File: src/rtl/dispatch_multi_pkg.sv
// ----------------------------------------------------------------------------
// dispatch_multi_pkg
//   Shared types and default constants for the dispatch stage.
//   - default geometry constants (the struct field widths are sized from them,
//     so dispatch_multi must be built with matching parameter values)
//   - controlStruct / dispatchStruct : renamed instruction coming from rename
//   - rsEntry                        : dispatched reservation-station entry
//   - regReqStruct / regRespStruct   : register-file read request / data
//   - fu_mem_code / is_mem_op        : FU encoding helpers (memory FU = NUM_ALU)
// ----------------------------------------------------------------------------
package dispatch_multi_pkg;

    localparam int DEF_WIDTH      = 2;
    localparam int DEF_ROB_DEPTH  = 16;
    localparam int DEF_NUM_ALU    = 2;
    localparam int DEF_PHYS_REGS  = 64;
    localparam int DEF_WAKE_PORTS = 2;

    localparam int XLEN      = 32;
    localparam int PREG_W    = $clog2(DEF_PHYS_REGS);
    localparam int ROB_IDX_W = $clog2(DEF_ROB_DEPTH);
    localparam int FU_W      = $clog2(DEF_NUM_ALU + 1);

    typedef struct packed {
        logic       RegWrite;
        logic       ALUSrc;
        logic       MemRead;
        logic       MemWrite;
        logic       MemtoReg;
        logic [3:0] ALUOp;
    } controlStruct;

    typedef struct packed {
        controlStruct       control;
        logic [PREG_W-1:0]  rd;
        logic [PREG_W-1:0]  rs1;
        logic [PREG_W-1:0]  rs2;
        logic [XLEN-1:0]    imm;
        logic [XLEN-1:0]    pc;
    } dispatchStruct;

    typedef struct packed {
        logic                 valid;
        controlStruct         control;
        logic [ROB_IDX_W-1:0] robNum;
        logic [FU_W-1:0]      fu;
        logic [PREG_W-1:0]    rd;
        logic [PREG_W-1:0]    rs1;
        logic [PREG_W-1:0]    rs2;
        logic                 src1rdy;
        logic                 src2rdy;
        logic [XLEN-1:0]      src1val;
        logic [XLEN-1:0]      src2val;
        logic [XLEN-1:0]      imm;
        logic [XLEN-1:0]      pc;
    } rsEntry;

    typedef struct packed {
        logic [PREG_W-1:0] rs1;
        logic [PREG_W-1:0] rs2;
    } regReqStruct;

    typedef struct packed {
        logic [XLEN-1:0] data1;
        logic [XLEN-1:0] data2;
    } regRespStruct;

    // Memory operations always go to the single FU placed after the ALUs.
    function automatic logic [FU_W-1:0] fu_mem_code(input int num_alu);
        return FU_W'(num_alu);
    endfunction

    function automatic logic is_mem_op(input controlStruct c);
        return c.MemRead | c.MemWrite | c.MemtoReg;
    endfunction

endpackage

File: src/rtl/dispatch_scoreboard.sv
// ----------------------------------------------------------------------------
// dispatch_scoreboard
//   Busy bit per physical register. Dispatch sets bits, completion broadcasts
//   clear them; a set and clear on the same register in one cycle leaves it
//   busy. p0 never reads busy.
//   Optional feature macro: DISPATCH_WAKE_BYPASS_EN -- a same-cycle wake on a
//   read register reports it not busy.
// Ports:
//   clk, reset      : clock, synchronous active-low reset (clears all bits)
//   set_en/set_preg : WIDTH set ports
//   clr_en/clr_preg : WAKE_PORTS clear ports
//   rd_preg/rd_busy : 2*WIDTH read ports (lane i uses 2i for rs1, 2i+1 for rs2)
// ----------------------------------------------------------------------------
module dispatch_scoreboard
    import dispatch_multi_pkg::*;
#(
    parameter int WIDTH      = DEF_WIDTH,
    parameter int WAKE_PORTS = DEF_WAKE_PORTS,
    parameter int PHYS_REGS  = DEF_PHYS_REGS
) (
    input  logic                  clk,
    input  logic                  reset,
    input  logic [WIDTH-1:0]      set_en,
    input  logic [PREG_W-1:0]     set_preg [WIDTH],
    input  logic [WAKE_PORTS-1:0] clr_en,
    input  logic [PREG_W-1:0]     clr_preg [WAKE_PORTS],
    input  logic [PREG_W-1:0]     rd_preg  [2*WIDTH],
    output logic [2*WIDTH-1:0]    rd_busy
);

    logic [PHYS_REGS-1:0] busy;
    logic [PHYS_REGS-1:0] busy_next;

    // Clears are applied first so that a same-cycle set overrides them.
    always_comb begin
        busy_next = busy;
        for (int k = 0; k < WAKE_PORTS; k++) begin
            if (clr_en[k]) busy_next[clr_preg[k]] = 1'b0;
        end
        for (int i = 0; i < WIDTH; i++) begin
            if (set_en[i]) busy_next[set_preg[i]] = 1'b1;
        end
        busy_next[0] = 1'b0;
    end

    always_ff @(posedge clk) begin
        if (!reset) begin
            busy <= '0;
        end else begin
            busy <= busy_next;
        end
    end

    always_comb begin
        for (int r = 0; r < 2*WIDTH; r++) begin
            rd_busy[r] = busy[rd_preg[r]] && (rd_preg[r] != '0);
`ifdef DISPATCH_WAKE_BYPASS_EN
            for (int k = 0; k < WAKE_PORTS; k++) begin
                if (clr_en[k] && (clr_preg[k] == rd_preg[r])) rd_busy[r] = 1'b0;
            end
`endif
        end
    end

endmodule

File: src/rtl/dispatch_multi.sv
// ----------------------------------------------------------------------------
// dispatch_multi
//   N-wide all-or-nothing dispatch between rename and the RS/ROB. Allocates
//   ROB slots from a wrapping tail with a free counter, tracks register
//   readiness through dispatch_scoreboard, and assigns ALU lanes round-robin
//   while memory lanes go to FU NUM_ALU. Dispatch is combinational; state
//   changes on the rising edge where the group fires.
//   Optional feature macro: DISPATCH_WAKE_BYPASS_EN (same-cycle wake bypass,
//   implemented inside dispatch_scoreboard).
// Ports:
//   clk, reset          : clock, synchronous active-low reset
//   in_valid, in_inst   : contiguous valid lanes and their renamed instructions
//   in_ready            : group accepted (rs_ready and enough ROB slots)
//   rs_ready            : RS can take WIDTH entries
//   rs_line             : dispatched entries, zero when the group does not fire
//   reg_request/response: combinational register-file read
//   retire_cnt          : ROB entries freed this cycle
//   wake_valid/wake_preg: completion broadcasts clearing busy bits
//   rob_tail, rob_free  : next ROB index and free-slot count
// ----------------------------------------------------------------------------
module dispatch_multi
    import dispatch_multi_pkg::*;
#(
    parameter int WIDTH      = DEF_WIDTH,
    parameter int ROB_DEPTH  = DEF_ROB_DEPTH,
    parameter int NUM_ALU    = DEF_NUM_ALU,
    parameter int PHYS_REGS  = DEF_PHYS_REGS,
    parameter int WAKE_PORTS = DEF_WAKE_PORTS,
    localparam int CNT_W     = $clog2(WIDTH + 1),
    localparam int RIDX_W    = $clog2(ROB_DEPTH)
) (
    input  logic                  clk,
    input  logic                  reset,
    input  logic [WIDTH-1:0]      in_valid,
    input  dispatchStruct         in_inst      [WIDTH],
    output logic                  in_ready,
    input  logic                  rs_ready,
    output rsEntry                rs_line      [WIDTH],
    output regReqStruct           reg_request  [WIDTH],
    input  regRespStruct          reg_response [WIDTH],
    input  logic [CNT_W-1:0]      retire_cnt,
    input  logic [WAKE_PORTS-1:0] wake_valid,
    input  logic [PREG_W-1:0]     wake_preg    [WAKE_PORTS],
    output logic [RIDX_W-1:0]     rob_tail,
    output logic [RIDX_W:0]       rob_free
);

    logic [CNT_W-1:0]    n_req;
    logic [CNT_W-1:0]    alu_cnt;
    logic                slots_ok;
    logic                fire;
    logic [FU_W-1:0]     rr_ptr;
    logic [FU_W-1:0]     rr_next;
    logic [FU_W-1:0]     lane_fu [WIDTH];
    logic [WIDTH-1:0]    dep1;
    logic [WIDTH-1:0]    dep2;
    logic [WIDTH-1:0]    src1rdy;
    logic [WIDTH-1:0]    src2rdy;
    logic [WIDTH-1:0]    set_en;
    logic [PREG_W-1:0]   set_preg [WIDTH];
    logic [PREG_W-1:0]   rd_preg  [2*WIDTH];
    logic [2*WIDTH-1:0]  rd_busy;
    logic [RIDX_W+1:0]   free_sum;
    logic [RIDX_W:0]     free_next;

    always_comb begin
        n_req = '0;
        for (int i = 0; i < WIDTH; i++) n_req = n_req + CNT_W'(in_valid[i]);
    end

    // While reset is held the stage reports ready purely from rs_ready but
    // never fires, so nothing is allocated on a reset edge.
    assign slots_ok = rob_free >= (RIDX_W+1)'(n_req);
    assign in_ready = rs_ready && (!reset || slots_ok);
    assign fire     = reset && rs_ready && slots_ok && (n_req != '0);

    // ALU lanes are numbered among themselves for the round-robin offset.
    always_comb begin
        alu_cnt = '0;
        for (int i = 0; i < WIDTH; i++) begin
            if (is_mem_op(in_inst[i].control)) begin
                lane_fu[i] = fu_mem_code(NUM_ALU);
            end else begin
                lane_fu[i] = FU_W'((int'(rr_ptr) + int'(alu_cnt)) % NUM_ALU);
                if (in_valid[i]) alu_cnt = alu_cnt + CNT_W'(1);
            end
        end
        rr_next = FU_W'((int'(rr_ptr) + int'(alu_cnt)) % NUM_ALU);
    end

    // Intra-group RAW: an earlier lane writing this lane's source.
    always_comb begin
        for (int i = 0; i < WIDTH; i++) begin
            dep1[i] = 1'b0;
            dep2[i] = 1'b0;
            for (int j = 0; j < i; j++) begin
                if (in_valid[j] && in_inst[j].control.RegWrite && (in_inst[j].rd != '0)) begin
                    if (in_inst[j].rd == in_inst[i].rs1) dep1[i] = 1'b1;
                    if (in_inst[j].rd == in_inst[i].rs2) dep2[i] = 1'b1;
                end
            end
            rd_preg[2*i]   = in_inst[i].rs1;
            rd_preg[2*i+1] = in_inst[i].rs2;
            src1rdy[i] = (in_inst[i].rs1 == '0) || (!rd_busy[2*i] && !dep1[i]);
            src2rdy[i] = in_inst[i].control.ALUSrc || (in_inst[i].rs2 == '0)
                         || (!rd_busy[2*i+1] && !dep2[i]);
            set_en[i]   = fire && in_valid[i] && in_inst[i].control.RegWrite
                          && (in_inst[i].rd != '0);
            set_preg[i] = in_inst[i].rd;
        end
    end

    dispatch_scoreboard #(
        .WIDTH      (WIDTH),
        .WAKE_PORTS (WAKE_PORTS),
        .PHYS_REGS  (PHYS_REGS)
    ) u_scoreboard (
        .clk      (clk),
        .reset    (reset),
        .set_en   (set_en),
        .set_preg (set_preg),
        .clr_en   (wake_valid),
        .clr_preg (wake_preg),
        .rd_preg  (rd_preg),
        .rd_busy  (rd_busy)
    );

    always_comb begin
        for (int i = 0; i < WIDTH; i++) begin
            rs_line[i]     = '0;
            reg_request[i] = '0;
            if (fire && in_valid[i]) begin
                reg_request[i].rs1 = in_inst[i].rs1;
                reg_request[i].rs2 = in_inst[i].rs2;
                rs_line[i].valid   = 1'b1;
                rs_line[i].control = in_inst[i].control;
                rs_line[i].robNum  = ROB_IDX_W'(rob_tail + RIDX_W'(i));
                rs_line[i].fu      = lane_fu[i];
                rs_line[i].rd      = in_inst[i].rd;
                rs_line[i].rs1     = in_inst[i].rs1;
                rs_line[i].rs2     = in_inst[i].rs2;
                rs_line[i].src1rdy = src1rdy[i];
                rs_line[i].src2rdy = src2rdy[i];
                rs_line[i].src1val = reg_response[i].data1;
                rs_line[i].src2val = reg_response[i].data2;
                rs_line[i].imm     = in_inst[i].imm;
                rs_line[i].pc      = in_inst[i].pc;
            end
        end
    end

    // Retirements beyond the ROB size would be an upstream bug; clamp.
    always_comb begin
        free_sum = {1'b0, rob_free}
                   - (fire ? (RIDX_W+2)'(n_req) : '0)
                   + (RIDX_W+2)'(retire_cnt);
        free_next = (free_sum > (RIDX_W+2)'(ROB_DEPTH)) ? (RIDX_W+1)'(ROB_DEPTH)
                                                        : free_sum[RIDX_W:0];
    end

    always_ff @(posedge clk) begin
        if (!reset) begin
            rob_tail <= '0;
            rob_free <= (RIDX_W+1)'(ROB_DEPTH);
            rr_ptr   <= '0;
        end else begin
            if (fire) begin
                rob_tail <= rob_tail + RIDX_W'(n_req);
                rr_ptr   <= rr_next;
            end
            rob_free <= free_next;
        end
    end

    always_ff @(posedge clk) begin
        if (reset) assert (free_sum <= (RIDX_W+2)'(ROB_DEPTH));
    end

endmodule

File: config.mk
export PLATFORM = sky130hd
export DESIGN_NAME = dispatch_multi
export DESIGN_NICKNAME = d
export VERILOG_FILES = /design/src/rtl/dispatch_multi_pkg.sv /design/src/rtl/dispatch_scoreboard.sv /design/src/rtl/dispatch_multi.sv
export SDC_FILE = /design/constraint.sdc
export NUM_CORES = 1
export LEC_CHECK = 0
export BUFFER_PORTS_ARGS = -buffer_cell sky130_fd_sc_hd__buf_2
export CAP_MARGIN = 40
export CELL_PAD_IN_SITES_DETAIL_PLACEMENT = 0
export CELL_PAD_IN_SITES_GLOBAL_PLACEMENT = 1
export CORE_AREA = 2 2 268 270
export CTS_CLUSTER_DIAMETER = 150
export DETAILED_ROUTE_END_ITERATION = 8
export DIE_AREA = 0 0 270 272
export GPL_ROUTABILITY_DRIVEN = 0
export HOLD_SLACK_MARGIN = 0.1
export PLACE_DENSITY = 0.57
export SYNTH_ARGS = -nofsm -noshare
export SYNTH_HDL_FRONTEND = slang
export SYNTH_HIERARCHICAL = 1
export SYNTH_SLANG_ARGS = --single-unit
File: constraint.sdc
create_clock -name clk -period 4.1 [get_ports clk]
set_input_delay 0.82 -clock clk [delete_from_list [all_inputs] [get_ports clk]]
set_output_delay 0.82 -clock clk [all_outputs]
set_load 0.02 [all_outputs]
==> flow_metrics.env <==
export IMPL_synth_area_leader_cell="and2_1"
export IMPL_firstDrtPassIters=6
export IMPL_synth_most_common_cell="and2_1"
export IMPL_grt_start_max_net_pins=66
export IMPL_path_buf_inv=7
export IMPL_combPwrFrac_pct=48.5
export IMPL_met2_length_um=41800
export IMPL_fin_area_um2=14400
export IMPL_synth_xor_area_share_pct=1.67
export IMPL_finalSetupViolCount=0
export IMPL_port_buffers=692
export IMPL_ios=693
export IMPL_yosys_top_cells_count="317 x and2_1, 73 x dfxtp_1, 66 x a22oi_1"
export IMPL_drt_iter0_drc=1137
export IMPL_cts_tree="yes"
export IMPL_period_needed_ns=3.97
export IMPL_swShare_pct=41.9
export IMPL_end_kind="output pin"
export IMPL_synth_edff_count=0
export IMPL_wl_per_cell_um=32.1
export IMPL_path_clk_slew_ns=0.06
export IMPL_synth_top_family_by_area="simple AND/OR/NAND/NOR gates"
export IMPL_path_max_fanout=31
export IMPL_final_nets=2110
export IMPL_synthSimpleGateAreaFrac_pct=34.7
export IMPL_cp_slowest_cell="ha_1"
export IMPL_start_util_pct=13.4
export IMPL_vias=12600
export IMPL_grt_overflow=0
export IMPL_insertion_delay_ns=0.34
export IMPL_power_density_nw_per_um2=237
export IMPL_syn_area_um2=9460
export IMPL_p_total_mw=3.43
export IMPL_worst_pin_slew_ns=0.958
export IMPL_muxShareOfSynthArea_pct=17.8
export IMPL_cts_root_buffer="clkbuf_16"
export IMPL_num_rows=98
export IMPL_wl_met3_um=7680
export IMPL_dp_hpwl_um=78300
export IMPL_core_area_um2=70800
export IMPL_avgSynthCellArea_um2=8.58
export IMPL_die_width_um=270
export IMPL_die_h_um=272
export IMPL_grt_use_total_pct=23.0
export IMPL_final_hold_viol_count=0
export IMPL_cp_data_arrival_time_ns=3.15
export IMPL_grt_pass1_wl_um=115000
export IMPL_seqPwrFrac_pct=22.4
export IMPL_cp_required_ns=3.28
export IMPL_crit_chain="buf_2 > inv_1 > ha_1 > ha_1 > nand4b_1 > a41oi_4 > buf_6 > nand3_4 > inv_4 > buf_12 > buf_12 > and2_1 > buf_2"
export IMPL_synthArstFlopShare_pct=0
export IMPL_netlist_instances=1103
export IMPL_dieArea_um2=73400
export IMPL_synth_area_leaders="and2_1 21%, dfxtp_1 15%, mux4_2 13%"
export IMPL_synth_top_area_share_pct=21.0
export IMPL_synth_cell_type_count=65
export IMPL_cp_slowest_stage_delay_ns=0.31
export IMPL_ys_flop_type="dfxtp_1"
export IMPL_highest_layer="met5"
export IMPL_p_leak_nw=6.85
export IMPL_cap_violations=0
export IMPL_worstSetupPathType="in2out"
export IMPL_totalWireLength_um=88200
export IMPL_post_cts_buffers=0
export IMPL_syn_to_final_growth_pct=52.6
export IMPL_final_antenna_net_count=0
export IMPL_hp_class="reg2reg"
export IMPL_internal_power_mw=1.99
export IMPL_fin_ws_ns=0.127
export IMPL_p_sw_mw=1.44
export IMPL_fill_cells=7974
export IMPL_ir_drop_uv=150
export IMPL_status="complete, no violations"
export IMPL_drt_met1_wl_um=34500
export IMPL_synth_fp_nets=1453
export IMPL_drc_errors=0
export IMPL_htree_levels=3
export IMPL_drive_gt1_share_pct=48.7
export IMPL_p_clk_share_pct=29.1
export IMPL_synth_compound_area_share_pct=18.2
export IMPL_start_kind="primary input"
export IMPL_dpl_cell_area_um2=13900
export IMPL_ys_warn_count=6
export IMPL_grt_pass1_vias=12200
export IMPL_crit_family="buffers and inverters"
export IMPL_maxSlewViolCount=0
export IMPL_clock_skew_ns=0.00700
export IMPL_antenna_found_initial=52
export IMPL_hold_buffers=0
export IMPL_rsz0062_at_grt="false"
export IMPL_cts_buffers=9
export IMPL_fmax_ghz=0.252
export IMPL_vias_per_cell=4.58
export IMPL_clk_path_buf_depth=2
export IMPL_ys_ff_latch=73
export IMPL_synth_fa_ha_area_share_pct=2.75
export IMPL_place_ws_ns=-0.0524
export IMPL_synth_seq_area_share_pct=15.4
export IMPL_finalCritPeriodShare_pct=96.9
export IMPL_slew_headroom_pct=35.6
export IMPL_clock_sinks=73
[through the flow]
step | hold WS [ns] | cells | TNS (ns) | utilization (%)
global placement | 0.496 | 2694 | -0.0211 | 19.7
detailed placement | 0.514 | 2696 | -0.139 | 19.7
CTS | 0.522 | 2713 | 0 | 20.3
global route | 0.556 | 2728 | 0 | 20.3
finish | 0.515 | 2745 | 0 | 20.4
floorplan | 0.467 | 1103 | 0 | -
[worst min-delay path, cell delays in order, from the launching register on]
cell     delay (ns)
dfxtp_1        0.34
nand2_1        0.07
mux2i_1        0.06
[registers in the layout, summed over array words and instances, names as in the netlist]
name,flops
rob_free,5
rob_tail,4
rr_ptr,1
u_scoreboard/busy,63
[area by class of cell]
class | instances | area [um2] | share of cell area, %
antenna | 30 | 75.1 | 0.520
clock buffer | 10 | 229 | 1.59
clock inverter | 6 | 138 | 0.953
inverter | 24 | 97.6 | 0.676
multi-input combinational | 891 | 7110 | 49.3
sequential | 73 | 1460 | 10.1
tap | 950 | 1190 | 8.23
timing repair buffer | 761 | 4130 | 28.6
[metal layers]
| layer | global-route usage (%) | vias to the layer above |
|---|---|---|
| met5 | 1.67 | - |
| met2 | 38.5 | 762 |
| met1 | 26.6 | 6266 |
| met3 | 8.19 | 133 |
| met4 | 9.14 | 32 |
| li1 | - | 5374 |
[worst paths after layout]
kind	cells after the start	end	start	slack [ns]
hold / removal	2	rr_ptr[0]	rr_ptr[0]	0.51
hold reg to reg	2	rr_ptr[0]	rr_ptr[0]	0.51
setup / recovery	13	rs_line[197]	in_valid[0]	0.13
setup reg to reg	13	rob_free[0]	rob_free[4]	0.79
[logic make-up after synthesis]
group	after synthesis
AO/OA/AOI/OAI	218
XOR/XNOR	18
multiplexers	89
buffers and inverters	139
flip-flops	73
adder cells (fa/ha/maj)	19
AND/OR/NAND/NOR	547
[power groups by stage]
stage	Combinational [mW]	Clock [mW]	Sequential, mW
floorplan	0.847	0	0.799
global placement	1.63	0	0.784
detailed placement	1.64	0	0.784
CTS	1.66	1.01	0.768
global route	1.76	1.04	0.773
finish	1.66	0.998	0.768
[timing repair]
item	CTS	global route
endpoints found under the setup margin	1	121
resized for setup	0	8
pin swaps	0	1
cloned	1	0
[cells in the final DEF (no fill, tap or decap), types with 21 or more instances in the layout]
cell type and instances:
buf_2 693, and2_1 314, dfxtp_1 73, a22oi_1 66, mux4_2 56, buf_4 53, a21boi_0 47, o221ai_1 46
nand2_1 43, nor2_1 40, diode_2 30, nor2b_1 27, inv_1 22, mux2i_1 21
(Power assumes the default switching activity.)
